$ cat src/rtl/rv_pc_gen_pkg.sv
// Shared front-end definitions: default width, legal instruction alignments
// and the next-PC source encoding used by the PC generator.
package rv_core_pkg;

  localparam int XLEN_DEFAULT      = 32;
  localparam int IALIGN_COMPRESSED = 2;
  localparam int IALIGN_BASE       = 4;

  typedef enum logic [2:0] {
    NPC_TRAP,
    NPC_BRANCH,
    NPC_RAS,
    NPC_SEQ,
    NPC_HOLD
  } npc_src_e;

endpackage

$ cat src/rtl/rv_pc_gen_if.sv
// Fetch request channel between the PC generator (master) and the
// instruction-fetch port (slave).
interface rv_pc_gen_if #(
  parameter int XLEN = 32
);
  logic            fetch_valid;
  logic            fetch_ready;
  logic [XLEN-1:0] fetch_pc;

  modport master (output fetch_valid, output fetch_pc, input fetch_ready);
  modport slave  (input fetch_valid, input fetch_pc, output fetch_ready);
endinterface

$ cat src/rtl/rv_pc_gen_ras.sv
// Return-address stack: circular buffer with write pointer and saturating
// count. When full, a push overwrites the oldest entry.
module rv_ras #(
  parameter int XLEN      = 32,
  parameter int RAS_DEPTH = 4
) (
  input  logic            clk,
  input  logic            reset,
  input  logic            push,
  input  logic [XLEN-1:0] push_addr,
  input  logic            pop,
  input  logic            clear,
  output logic [XLEN-1:0] top,
  output logic            empty,
  output logic            full
);

  localparam int PW = $clog2(RAS_DEPTH);
  localparam int CW = $clog2(RAS_DEPTH + 1);

  logic [XLEN-1:0] r_mem [RAS_DEPTH];
  logic [PW-1:0]   r_ptr;
  logic [CW-1:0]   r_count;
  logic [PW-1:0]   w_top_idx;
  logic            w_pop;

  assign w_top_idx = r_ptr - PW'(1);
  assign top       = r_mem[w_top_idx];
  assign empty     = (r_count == '0);
  assign full      = (r_count == CW'(RAS_DEPTH));
  assign w_pop     = pop & ~empty;

  always_ff @(posedge clk or posedge reset) begin
    if (reset) begin
      r_ptr   <= '0;
      r_count <= '0;
    end else if (clear) begin
      r_ptr   <= '0;
      r_count <= '0;
    end else if (push && !w_pop) begin
      r_ptr   <= r_ptr + PW'(1);
      r_count <= full ? r_count : r_count + CW'(1);
    end else if (w_pop && !push) begin
      r_ptr   <= w_top_idx;
      r_count <= r_count - CW'(1);
    end
  end

  // Push with a simultaneous pop rewrites the current top in place.
  always_ff @(posedge clk) begin
    if (push && !clear) begin
      r_mem[w_pop ? w_top_idx : r_ptr] <= push_addr;
    end
  end

endmodule

$ cat src/rtl/rv_pc_gen.sv
// Program-counter generator: PC register, prioritised next-PC mux
// (trap > branch > RAS > sequential > hold), branch alignment check and RAS.
module rv_pc_gen
  import rv_core_pkg::*;
#(
  parameter int              XLEN         = XLEN_DEFAULT,
  parameter logic [XLEN-1:0] RESET_VECTOR = '0,
  parameter int              IALIGN       = IALIGN_BASE,
  parameter int              RAS_DEPTH    = 4
) (
  input  logic              clk,
  input  logic              reset,
  rv_pc_gen_if.master       fetch,
  input  logic              stall,
  input  logic              inc_sel,
  output logic [XLEN-1:0]   pc_plus_inc,
  input  logic              branch_taken,
  input  logic [XLEN-1:0]   branch_target,
  input  logic              trap_valid,
  input  logic [XLEN-1:0]   trap_vector,
  input  logic              ras_push,
  input  logic [XLEN-1:0]   ras_push_addr,
  input  logic              ras_pop,
  output logic              ras_empty,
  output logic              ras_full,
  output logic              misalign_err,
  output logic [XLEN-1:0]   misalign_addr
);

  localparam logic [XLEN-1:0] ALIGN_MASK = XLEN'(IALIGN - 1);

  logic [XLEN-1:0] r_pc;
  logic            r_valid;
  logic            r_merr;
  logic [XLEN-1:0] r_maddr;

  logic [XLEN-1:0] w_inc;
  logic [XLEN-1:0] w_npc;
  logic [XLEN-1:0] w_ras_top;
  logic            w_fire;
  logic            w_br_mis;
  logic            w_misalign;
  npc_src_e        w_src;

  assign w_fire      = r_valid & fetch.fetch_ready & ~stall;
  assign w_br_mis    = |(branch_target & ALIGN_MASK);
  assign w_inc       = (IALIGN == IALIGN_COMPRESSED && inc_sel) ? XLEN'(2) : XLEN'(4);
  assign pc_plus_inc = r_pc + w_inc;

  always_comb begin
    w_src      = NPC_HOLD;
    w_misalign = 1'b0;
    if (trap_valid) begin
      w_src = NPC_TRAP;
    end else if (branch_taken) begin
      if (w_br_mis) w_misalign = 1'b1;
      else          w_src      = NPC_BRANCH;
    end else if (w_fire && ras_pop && !ras_empty) begin
      w_src = NPC_RAS;
    end else if (w_fire) begin
      w_src = NPC_SEQ;
    end
  end

  always_comb begin
    w_npc = r_pc;
    case (w_src)
      NPC_TRAP:   w_npc = trap_vector & ~ALIGN_MASK;
      NPC_BRANCH: w_npc = branch_target;
      NPC_RAS:    w_npc = w_ras_top;
      NPC_SEQ:    w_npc = pc_plus_inc;
      default:    w_npc = r_pc;
    endcase
  end

  always_ff @(posedge clk or posedge reset) begin
    if (reset) begin
      r_pc    <= RESET_VECTOR;
      r_valid <= 1'b0;
      r_merr  <= 1'b0;
      r_maddr <= '0;
    end else begin
      r_pc    <= w_npc;
      r_valid <= 1'b1;
      r_merr  <= w_misalign;
      if (w_misalign) r_maddr <= branch_target;
    end
  end

  // Only a pop that actually selects the next PC consumes an entry.
  rv_ras #(
    .XLEN      (XLEN),
    .RAS_DEPTH (RAS_DEPTH)
  ) u_ras (
    .clk       (clk),
    .reset     (reset),
    .push      (ras_push),
    .push_addr (ras_push_addr),
    .pop       (w_src == NPC_RAS),
    .clear     (trap_valid),
    .top       (w_ras_top),
    .empty     (ras_empty),
    .full      (ras_full)
  );

  assign fetch.fetch_valid = r_valid;
  assign fetch.fetch_pc    = r_pc;
  assign misalign_err      = r_merr;
  assign misalign_addr     = r_maddr;

endmodule
$ cat src/flat_wrapper.sv
// flat-port wrapper written by rule: the top's interface ports become plain ports
module rv_pc_gen_flat import rv_core_pkg::*;
#(
  parameter int              XLEN         = XLEN_DEFAULT,
  parameter logic [XLEN-1:0] RESET_VECTOR = '0,
  parameter int              IALIGN       = IALIGN_BASE,
  parameter int              RAS_DEPTH    = 4
)
  (clk, reset, stall, inc_sel, pc_plus_inc, branch_taken, branch_target, trap_valid, trap_vector, ras_push, ras_push_addr, ras_pop, ras_empty, ras_full, misalign_err, misalign_addr, fetch_fetch_valid, fetch_fetch_pc, fetch_fetch_ready);
  rv_pc_gen_if #(.XLEN(XLEN)) fetch_i ();
  input  logic clk;
  input  logic reset;
  input  logic stall;
  input  logic inc_sel;
  output logic [XLEN-1:0] pc_plus_inc;
  input  logic branch_taken;
  input  logic [XLEN-1:0] branch_target;
  input  logic trap_valid;
  input  logic [XLEN-1:0] trap_vector;
  input  logic ras_push;
  input  logic [XLEN-1:0] ras_push_addr;
  input  logic ras_pop;
  output logic ras_empty;
  output logic ras_full;
  output logic misalign_err;
  output logic [XLEN-1:0] misalign_addr;
  output wire logic [$bits(fetch_i.fetch_valid)-1:0] fetch_fetch_valid;
  output wire logic [$bits(fetch_i.fetch_pc)-1:0] fetch_fetch_pc;
  input wire logic [$bits(fetch_i.fetch_ready)-1:0] fetch_fetch_ready;
  assign fetch_fetch_valid = fetch_i.fetch_valid;
  assign fetch_fetch_pc = fetch_i.fetch_pc;
  assign fetch_i.fetch_ready = fetch_fetch_ready;
  rv_pc_gen #(.XLEN(XLEN), .RESET_VECTOR(RESET_VECTOR), .IALIGN(IALIGN), .RAS_DEPTH(RAS_DEPTH)) u_core (.clk(clk), .reset(reset), .fetch(fetch_i), .stall(stall), .inc_sel(inc_sel), .pc_plus_inc(pc_plus_inc), .branch_taken(branch_taken), .branch_target(branch_target), .trap_valid(trap_valid), .trap_vector(trap_vector), .ras_push(ras_push), .ras_push_addr(ras_push_addr), .ras_pop(ras_pop), .ras_empty(ras_empty), .ras_full(ras_full), .misalign_err(misalign_err), .misalign_addr(misalign_addr));
endmodule
$ cat config.mk
export PLATFORM = sky130hd
export DESIGN_NAME = rv_pc_gen_flat
export DESIGN_NICKNAME = d
export VERILOG_FILES = /design/src/rtl/rv_pc_gen_pkg.sv /design/src/rtl/rv_pc_gen_if.sv /design/src/rtl/rv_pc_gen_ras.sv /design/src/rtl/rv_pc_gen.sv /design/src/flat_wrapper.sv
export SDC_FILE = /design/constraint.sdc
export NUM_CORES = 1
export LEC_CHECK = 0
export CAP_MARGIN = 30
export CORE_MARGIN = 2
export CORE_UTILIZATION = 46
export CTS_BUF_LIST = sky130_fd_sc_hd__clkbuf_16
export DETAILED_ROUTE_END_ITERATION = 12
export PLACE_DENSITY = 0.86
export SLEW_MARGIN = 10
export SYNTH_ARGS = -nofsm -noshare
export SYNTH_HDL_FRONTEND = slang
export SYNTH_HIERARCHICAL = 1
export SYNTH_SLANG_ARGS = --single-unit
$ cat constraint.sdc
create_clock -name clk -period 3.82 [get_ports clk]
set_input_delay 0.764 -clock clk [delete_from_list [all_inputs] [get_ports clk]]
set_output_delay 0.764 -clock clk [all_outputs]
set_load 0.01 [all_outputs]
### Word-level counts from Yosys, hierarchy flattened

Memories as Yosys holds them, arrays and structs flattened.
Cells that the tools add are included.

| cells by class | value |
|---|---|
| add/subtract/negate cells | 5 |
| multipliers | 0 |
| divide/modulo/power cells | 0 |
| magnitude comparators | 0 |
| eq/ne operators | 5 |
| shift-type cells | 0 |
| multiplexer cells | 19 |
| bitwise gates (word level) | 5 |
| reduce and logical (&&, ||, !) cells | 15 |

Operators by type and width:

| kind | number |
|---|---|
| 32-bit one-hot mux with 4 select lines | 1 |
| 32-bit by 3-bit adder with 32-bit output (second input constant) | 1 |
| 3-bit 2-to-1 mux | 9 |
| 2-bit 2-to-1 mux | 4 |
| 3-bit by 2-bit == test with 1-bit output (second input constant) | 2 |
| 3-bit logical NOT | 2 |
| 1-bit logical AND | 5 |
| 1-bit 2-to-1 mux | 5 |
| 1-bit logical NOT | 4 |
| 4-bit nonzero test | 1 |
| 3-bit by 1-bit adder with 3-bit output (second input constant) | 1 |
| 1-bit AND | 3 |
| 3-bit by 1-bit == test with 1-bit output (second input constant) | 1 |
| 3-bit == test (second input constant) | 1 |
| 3-bit != test (second input constant) | 1 |
| 3-bit nonzero test | 1 |
| 3-bit by 1-bit subtractor with 3-bit output (second input constant) | 1 |
| 2-bit by 1-bit adder with 2-bit output (second input constant) | 1 |
| 1-bit NOT | 2 |
| 2-bit AND reduction | 1 |
| 2-bit OR reduction | 1 |
| 2-bit by 1-bit subtractor with 2-bit output (second input constant) | 1 |

| storage, ports and cells | value |
|---|---|
| bits in registers | 71 |
| latch bits | 0 |
| RAM bits | 128 |
| memory bits (read-only) | 0 |
| input port bits | 105 |
| memories kept | 1 |

Memories:

| memory | depth | bits a word | read ports | clocked after Yosys merged registers in | write ports | line | text |
|---|---|---|---|---|---|---|---|
| u_core.u_ras.r_mem | 4 | 32 | 1 | 0 | 1 | rv_pc_gen_ras.sv:21 | `logic [XLEN-1:0] r_mem [RAS_DEPTH];` |

### Logic depth before layout (Yosys ltp)

| depth | value |
|---|---|
| depth after elaboration | 13 |
| mapped depth | 13 |
| mapped depth without buffers | 11 |

### By module

The synthesis kept the hierarchy.

Modules (own cells, without submodules):

| module | instances | cells each | area each (µm²) | seq. area each (µm²) |
|---|---|---|---|---|
| rv_ras | 1 | 231 | 5,107.4 | 3,968.8 |
| rv_pc_gen | 1 | 412 | 4,061.4 | 1,651.6 |

### Worst setup path before layout

Ideal clock, no wire load.

| path | value |
|---|---|
| path type | input-to-reg |
| from | input port branch_taken |
| to | memory u_core.u_ras.r_mem[3][0] (enable) |
| setup time | 0.432 ns |
| arrival time | 3.701 ns |
| data required time | 3.388 ns |
| path slack | -0.313 ns |
| stages | 6 |
| buffers on the path | 1 |
| path through | or4b_1 > nor2_1 > buf_2 > o31ai_4 > or3_1 > a21oi_1 |

| on the way | value |
|---|---|
| cells in the longest elaborated chain, start to end | 5 |

RTL lines:

| what | line | text |
|---|---|---|
| start, declared | flat_wrapper.sv:16 | `input logic branch_taken;` |
| 3-bit 2-to-1 mux | rv_pc_gen.sv:55 | `end else if (branch_taken) begin` |
| 3-bit 2-to-1 mux | rv_pc_gen.sv:53 | `if (trap_valid) begin` |
| 3-bit by 2-bit == test with 1-bit output | rv_pc_gen.sv:99 | `.pop (w_src == NPC_RAS),` |
| 1-bit AND | rv_pc_gen_ras.sv:31 | `assign w_pop = pop & ~empty;` |
| 2-bit 2-to-1 mux | rv_pc_gen_ras.sv:52 | `r_mem[w_pop ? w_top_idx : r_ptr] <= push_addr;` |
| end, declared | rv_pc_gen_ras.sv:21 |  |

No other way between the ends.

### Final worst setup path

| path | value |
|---|---|
| from | register u_core.r_pc[2], in the netlist u_core/fetch.fetch_pc[2] |
| to | output port pc_plus_inc[20] |

| on the way | value |
|---|---|
| cells in the longest elaborated chain, start to end | 1 |

RTL lines:

| what | line | text |
|---|---|---|
| start, declared | rv_pc_gen.sv:32 | `logic [XLEN-1:0] r_pc;` |
| start signal, assigned | rv_pc_gen.sv:83 | `r_pc <= w_npc;` |
| 32-bit by 3-bit adder with 32-bit output | rv_pc_gen.sv:48 | `assign pc_plus_inc = r_pc + w_inc;` |
| end, declared | flat_wrapper.sv:15 | `output logic [XLEN-1:0] pc_plus_inc;` |

No other way between the ends.

==> impl_metrics.yaml <==
setup_path:
  endpoint_kind: "output port"
  max_stage_delay_ns: 0.56
  worstSetupPathType: "reg -> out"
  worstPathCellList: "ha_1 -> nand4_4 -> or3_1 -> nor3_2 -> xnor2_1 -> clkdlybuf4s50_1"
  r2r_cells: 8
  critPathRequiredTime_ns: 3.06
  cpMaxStageDelayCell: "clkdlybuf4s50_1"
  start_kind: "flop"
  r2r_start: "u_core/u_ras/r_count[0]"
  cp_max_fo: 6
  arrival_ns: 2.92
  critPathTopFamily: "simple AND/OR/NAND/NOR gates"
  r2r-end: "u_core/u_ras/r_mem[2][8]"
  cp_num_buf_inv: 1
  rrSetupSlack_ns: 0.87
synthesis:
  yosysWarningCount: 6
  synth_cell_types: 71
  yosys-top-cells-area: "edfxtp_1 (42%), dfrtp_1 (19%), mux4_2 (7.9%), mux2_2 (3.7%), xnor2_1 (1.8%)"
  synth_edf_count: 128
  synth.yosys.seq_area_share_pct: 61.3
  ys_ff_latch: 199
  synthArstFlopShare_pct: 35.7
  yosysMostFrequentCell: "edfxtp_1"
  synthTopCellsByCount: "edfxtp_1 (128), dfrtp_1 (71), nand2_1 (36)"
  synth_area_leader_cell: "edfxtp_1"
  synth_flop_cell: "edfxtp_1"
  yosysTopAreaCellShare_pct: 41.9
  syn_inst: 643
  synth.avg_cell_area_um2: 14.3
  syn_area_um2: 9170
  synth_fp_nets: 750
global_routing:
  grt_pass1_vias: 6526
  grt_pass1_wl_um: 38500
  gr-usage-all-layers_pct: 23.9
  grt_overflow: 0
  antenna_found_initial: 0
  grt_start_max_net_pins: 56
clock_tree:
  cts-root-buf: "clkbuf_16"
  clkTransAtPathRegs_ns: 0.07
  cts_made_buffers: 17
  insertion_delay_ns: 0.43
  cts-htree-levels: 4
  cts.sinks: 199
  clk_path_buf_depth: 2
  holdBufCountCts: 0
  cts_tree: "done"
worst_hold_path:
  hold_path_depth: 2
  hold_class: "reg -> reg"
  min_from: "u_core/misalign_addr[0]"
  worstHoldEndpoint: "u_core/misalign_addr[0]"
drt:
  wl_per_cell_um: 22.3
  drt_iter0_markers: 679
  via_count: 6619
  dr.pass1.iters: 6
  viasPerCell: 5.88
  drc: 0
  drtAntennaViolNets: 0
  wl_um: 25100
timing:
  finalClockSkew_ns: 0.00849
  setup_viol: 0
  max-slew-margin-rel_pct: 50.8
  tightest_slew_ns: 0.738
  finalSetupTns_ns: 0
  rsz0062_at_grt: "false"
  fin_crit_sh_pct: 96.4
  fin_crit_ns: 3.68
  worst_slack_ns: 0.136
  fmax_mhz: 271
  hold_viol: 0
  slew_violations: 0
place:
  dpl.hpwl_um: 18000
  place_ws_ns: 0.386
  gp_congestion: 0.872
  numPlacedInstances: 1090
  port_buffers: 201
  postPlaceCellArea_um2: 11500
cells_and_area:
  stdcell_area_um2: 12100
  layout-area-overhead-vs-synth_pct: 32.1
  drive_above_1_share_pct: 16.6
  antenna_cells: 0
  num-nets-final: 954
  fillers: 1478
  finalNonFillerCells: 1125
die:
  start_util_pct: 47.0
  num_rows: 51
  dieArea_um2: 21100
  io_pins: 205
  coreArea_um2: 19500
  die_height_um: 145
  die_width_um: 145
power:
  power_leakage_nw: 4.31
  power_density_nw_per_um2: 438
  vdd_drop_max_v: 0.000424
  p_total_mw: 5.31
run_status:
  status: "completed"
flow_run:
  drv_cap: 0
==> metal layers <==
layer | track usage [%] | up-vias | routed length [µm]
met1 | 30.9 | 3289 | 9750
met4 | 7.21 | 0 | 585
li1 | - | 2924 | -
met2 | 40.1 | 362 | 12700
met5 | 0 | - | 0
met3 | 6.07 | 44 | 2130
==> through the flow <==
| stage | hold WS, ns | util (%) |
|---|---|---|
| after floorplan | 0.507 | - |
| after global placement | 0.464 | 58.9 |
| after detailed placement | 0.474 | 58.9 |
| after CTS | 0.492 | 61.7 |
| after global routing | 0.524 | 62.0 |
| final | 0.489 | 62.0 |
==> worst register-to-register path: stages (launching register included) <==
cell,delay (ns)
dfrtp_1,0.59
nor3_1,0.17
or4b_1,0.59
nor2_2,0.17
o31ai_4,0.14
xor2_1,0.19
nand3b_1,0.21
nor2_2,0.20
buf_4,0.35
==> cells in the final DEF (no fill, tap or decap), types with 4 or more instances in the layout <==
| cell | n |
|---|---|
| clkdlybuf4s50_1 | 201 |
| edfxtp_1 | 128 |
| dfrtp_1 | 70 |
| nand2_1 | 36 |
| mux4_2 | 32 |
| mux2_2 | 30 |
| nor2_1 | 26 |
| buf_4 | 24 |
| a21oi_1 | 21 |
| xnor2_1 | 19 |
| clkbuf_16 | 17 |
| o21ai_0 | 16 |
| o22ai_1 | 15 |
| inv_1 | 14 |
| nor3_1 | 14 |
| xor2_1 | 12 |
| nand3_1 | 12 |
| nand4_1 | 10 |
| o21ai_1 | 9 |
| a31oi_1 | 9 |
| a221oi_1 | 9 |
| a221o_1 | 8 |
| or3_1 | 6 |
| mux2i_1 | 5 |
| and3_1 | 5 |
| inv_6 | 4 |
| a21o_1 | 4 |
| nand2b_1 | 4 |
| o31a_1 | 4 |
| o2bb2ai_1 | 4 |
==> what timing repair did <==
| item | in CTS | in global routing |
|---|---|---|
| setup buffers | 0 | 2 |
| gates resized for setup | 0 | 1 |
| endpoints found under the setup margin | 0 | 4 |
==> area by class of cell <==
| class | instances | area, µm² | area share (%) |
|---|---|---|---|
| Clock buffer | 17 | 425 | 3.51 |
| Clock inverter | 15 | 128 | 1.05 |
| Inverter | 15 | 56.3 | 0.465 |
| Multi-Input combinational cell | 387 | 3310 | 27.3 |
| Sequential cell | 199 | 5620 | 46.4 |
| Tap cell | 265 | 332 | 2.74 |
| Timing Repair Buffer | 227 | 2240 | 18.5 |
==> power breakdown <==
part / internal [mW] / switching [mW] / leakage, nW
logic: 0.575 / 0.458 / 2.04
registers: 2.44 / 0.148 / 2.01
clock network: 0.900 / 0.789 / 0.265
==> registers in the layout, summed over array words and instances (netlist names) <==
| name | cells |
|---|---|
| u_core/u_ras/r_mem | 128 |
| u_core/fetch.fetch_pc | 32 |
| u_core/misalign_addr | 32 |
| u_core/u_ras/r_count | 3 |
| u_core/u_ras/r_ptr | 2 |
| u_core/fetch.fetch_valid | 1 |
| u_core/misalign_err | 1 |
==> logic make-up after synthesis <==
kind of cell,Yosys count,share of synthesized area (%)
DFF,199,61.3
and+or+nand+nor,152,9.78
AOI/OAI and AO/OA,132,10.3
muxes,69,12.3
buffers and inverters,57,3.03
xor gates and xnor gates,31,2.96
adders and majority gates,2,0.273
other,1,0.0409
==> worst max path at each step <==
stage	from	endpoint	slack, ns	cells past startpoint
floorplan	branch_taken	u_core/u_ras/r_mem[0][0]	-0.02	7
global placement	branch_taken	u_core/u_ras/r_mem[3][1]	0.42	7
detailed placement	branch_taken	u_core/u_ras/r_mem[2][29]	0.39	8
CTS	u_core/fetch.fetch_pc[2]	pc_plus_inc[26]	0.09	6
global route	u_core/fetch.fetch_pc[17]	pc_plus_inc[31]	0.03	5
finish	u_core/fetch.fetch_pc[2]	pc_plus_inc[20]	0.14	6
Note: power is estimated with default switching activity, not from simulation.
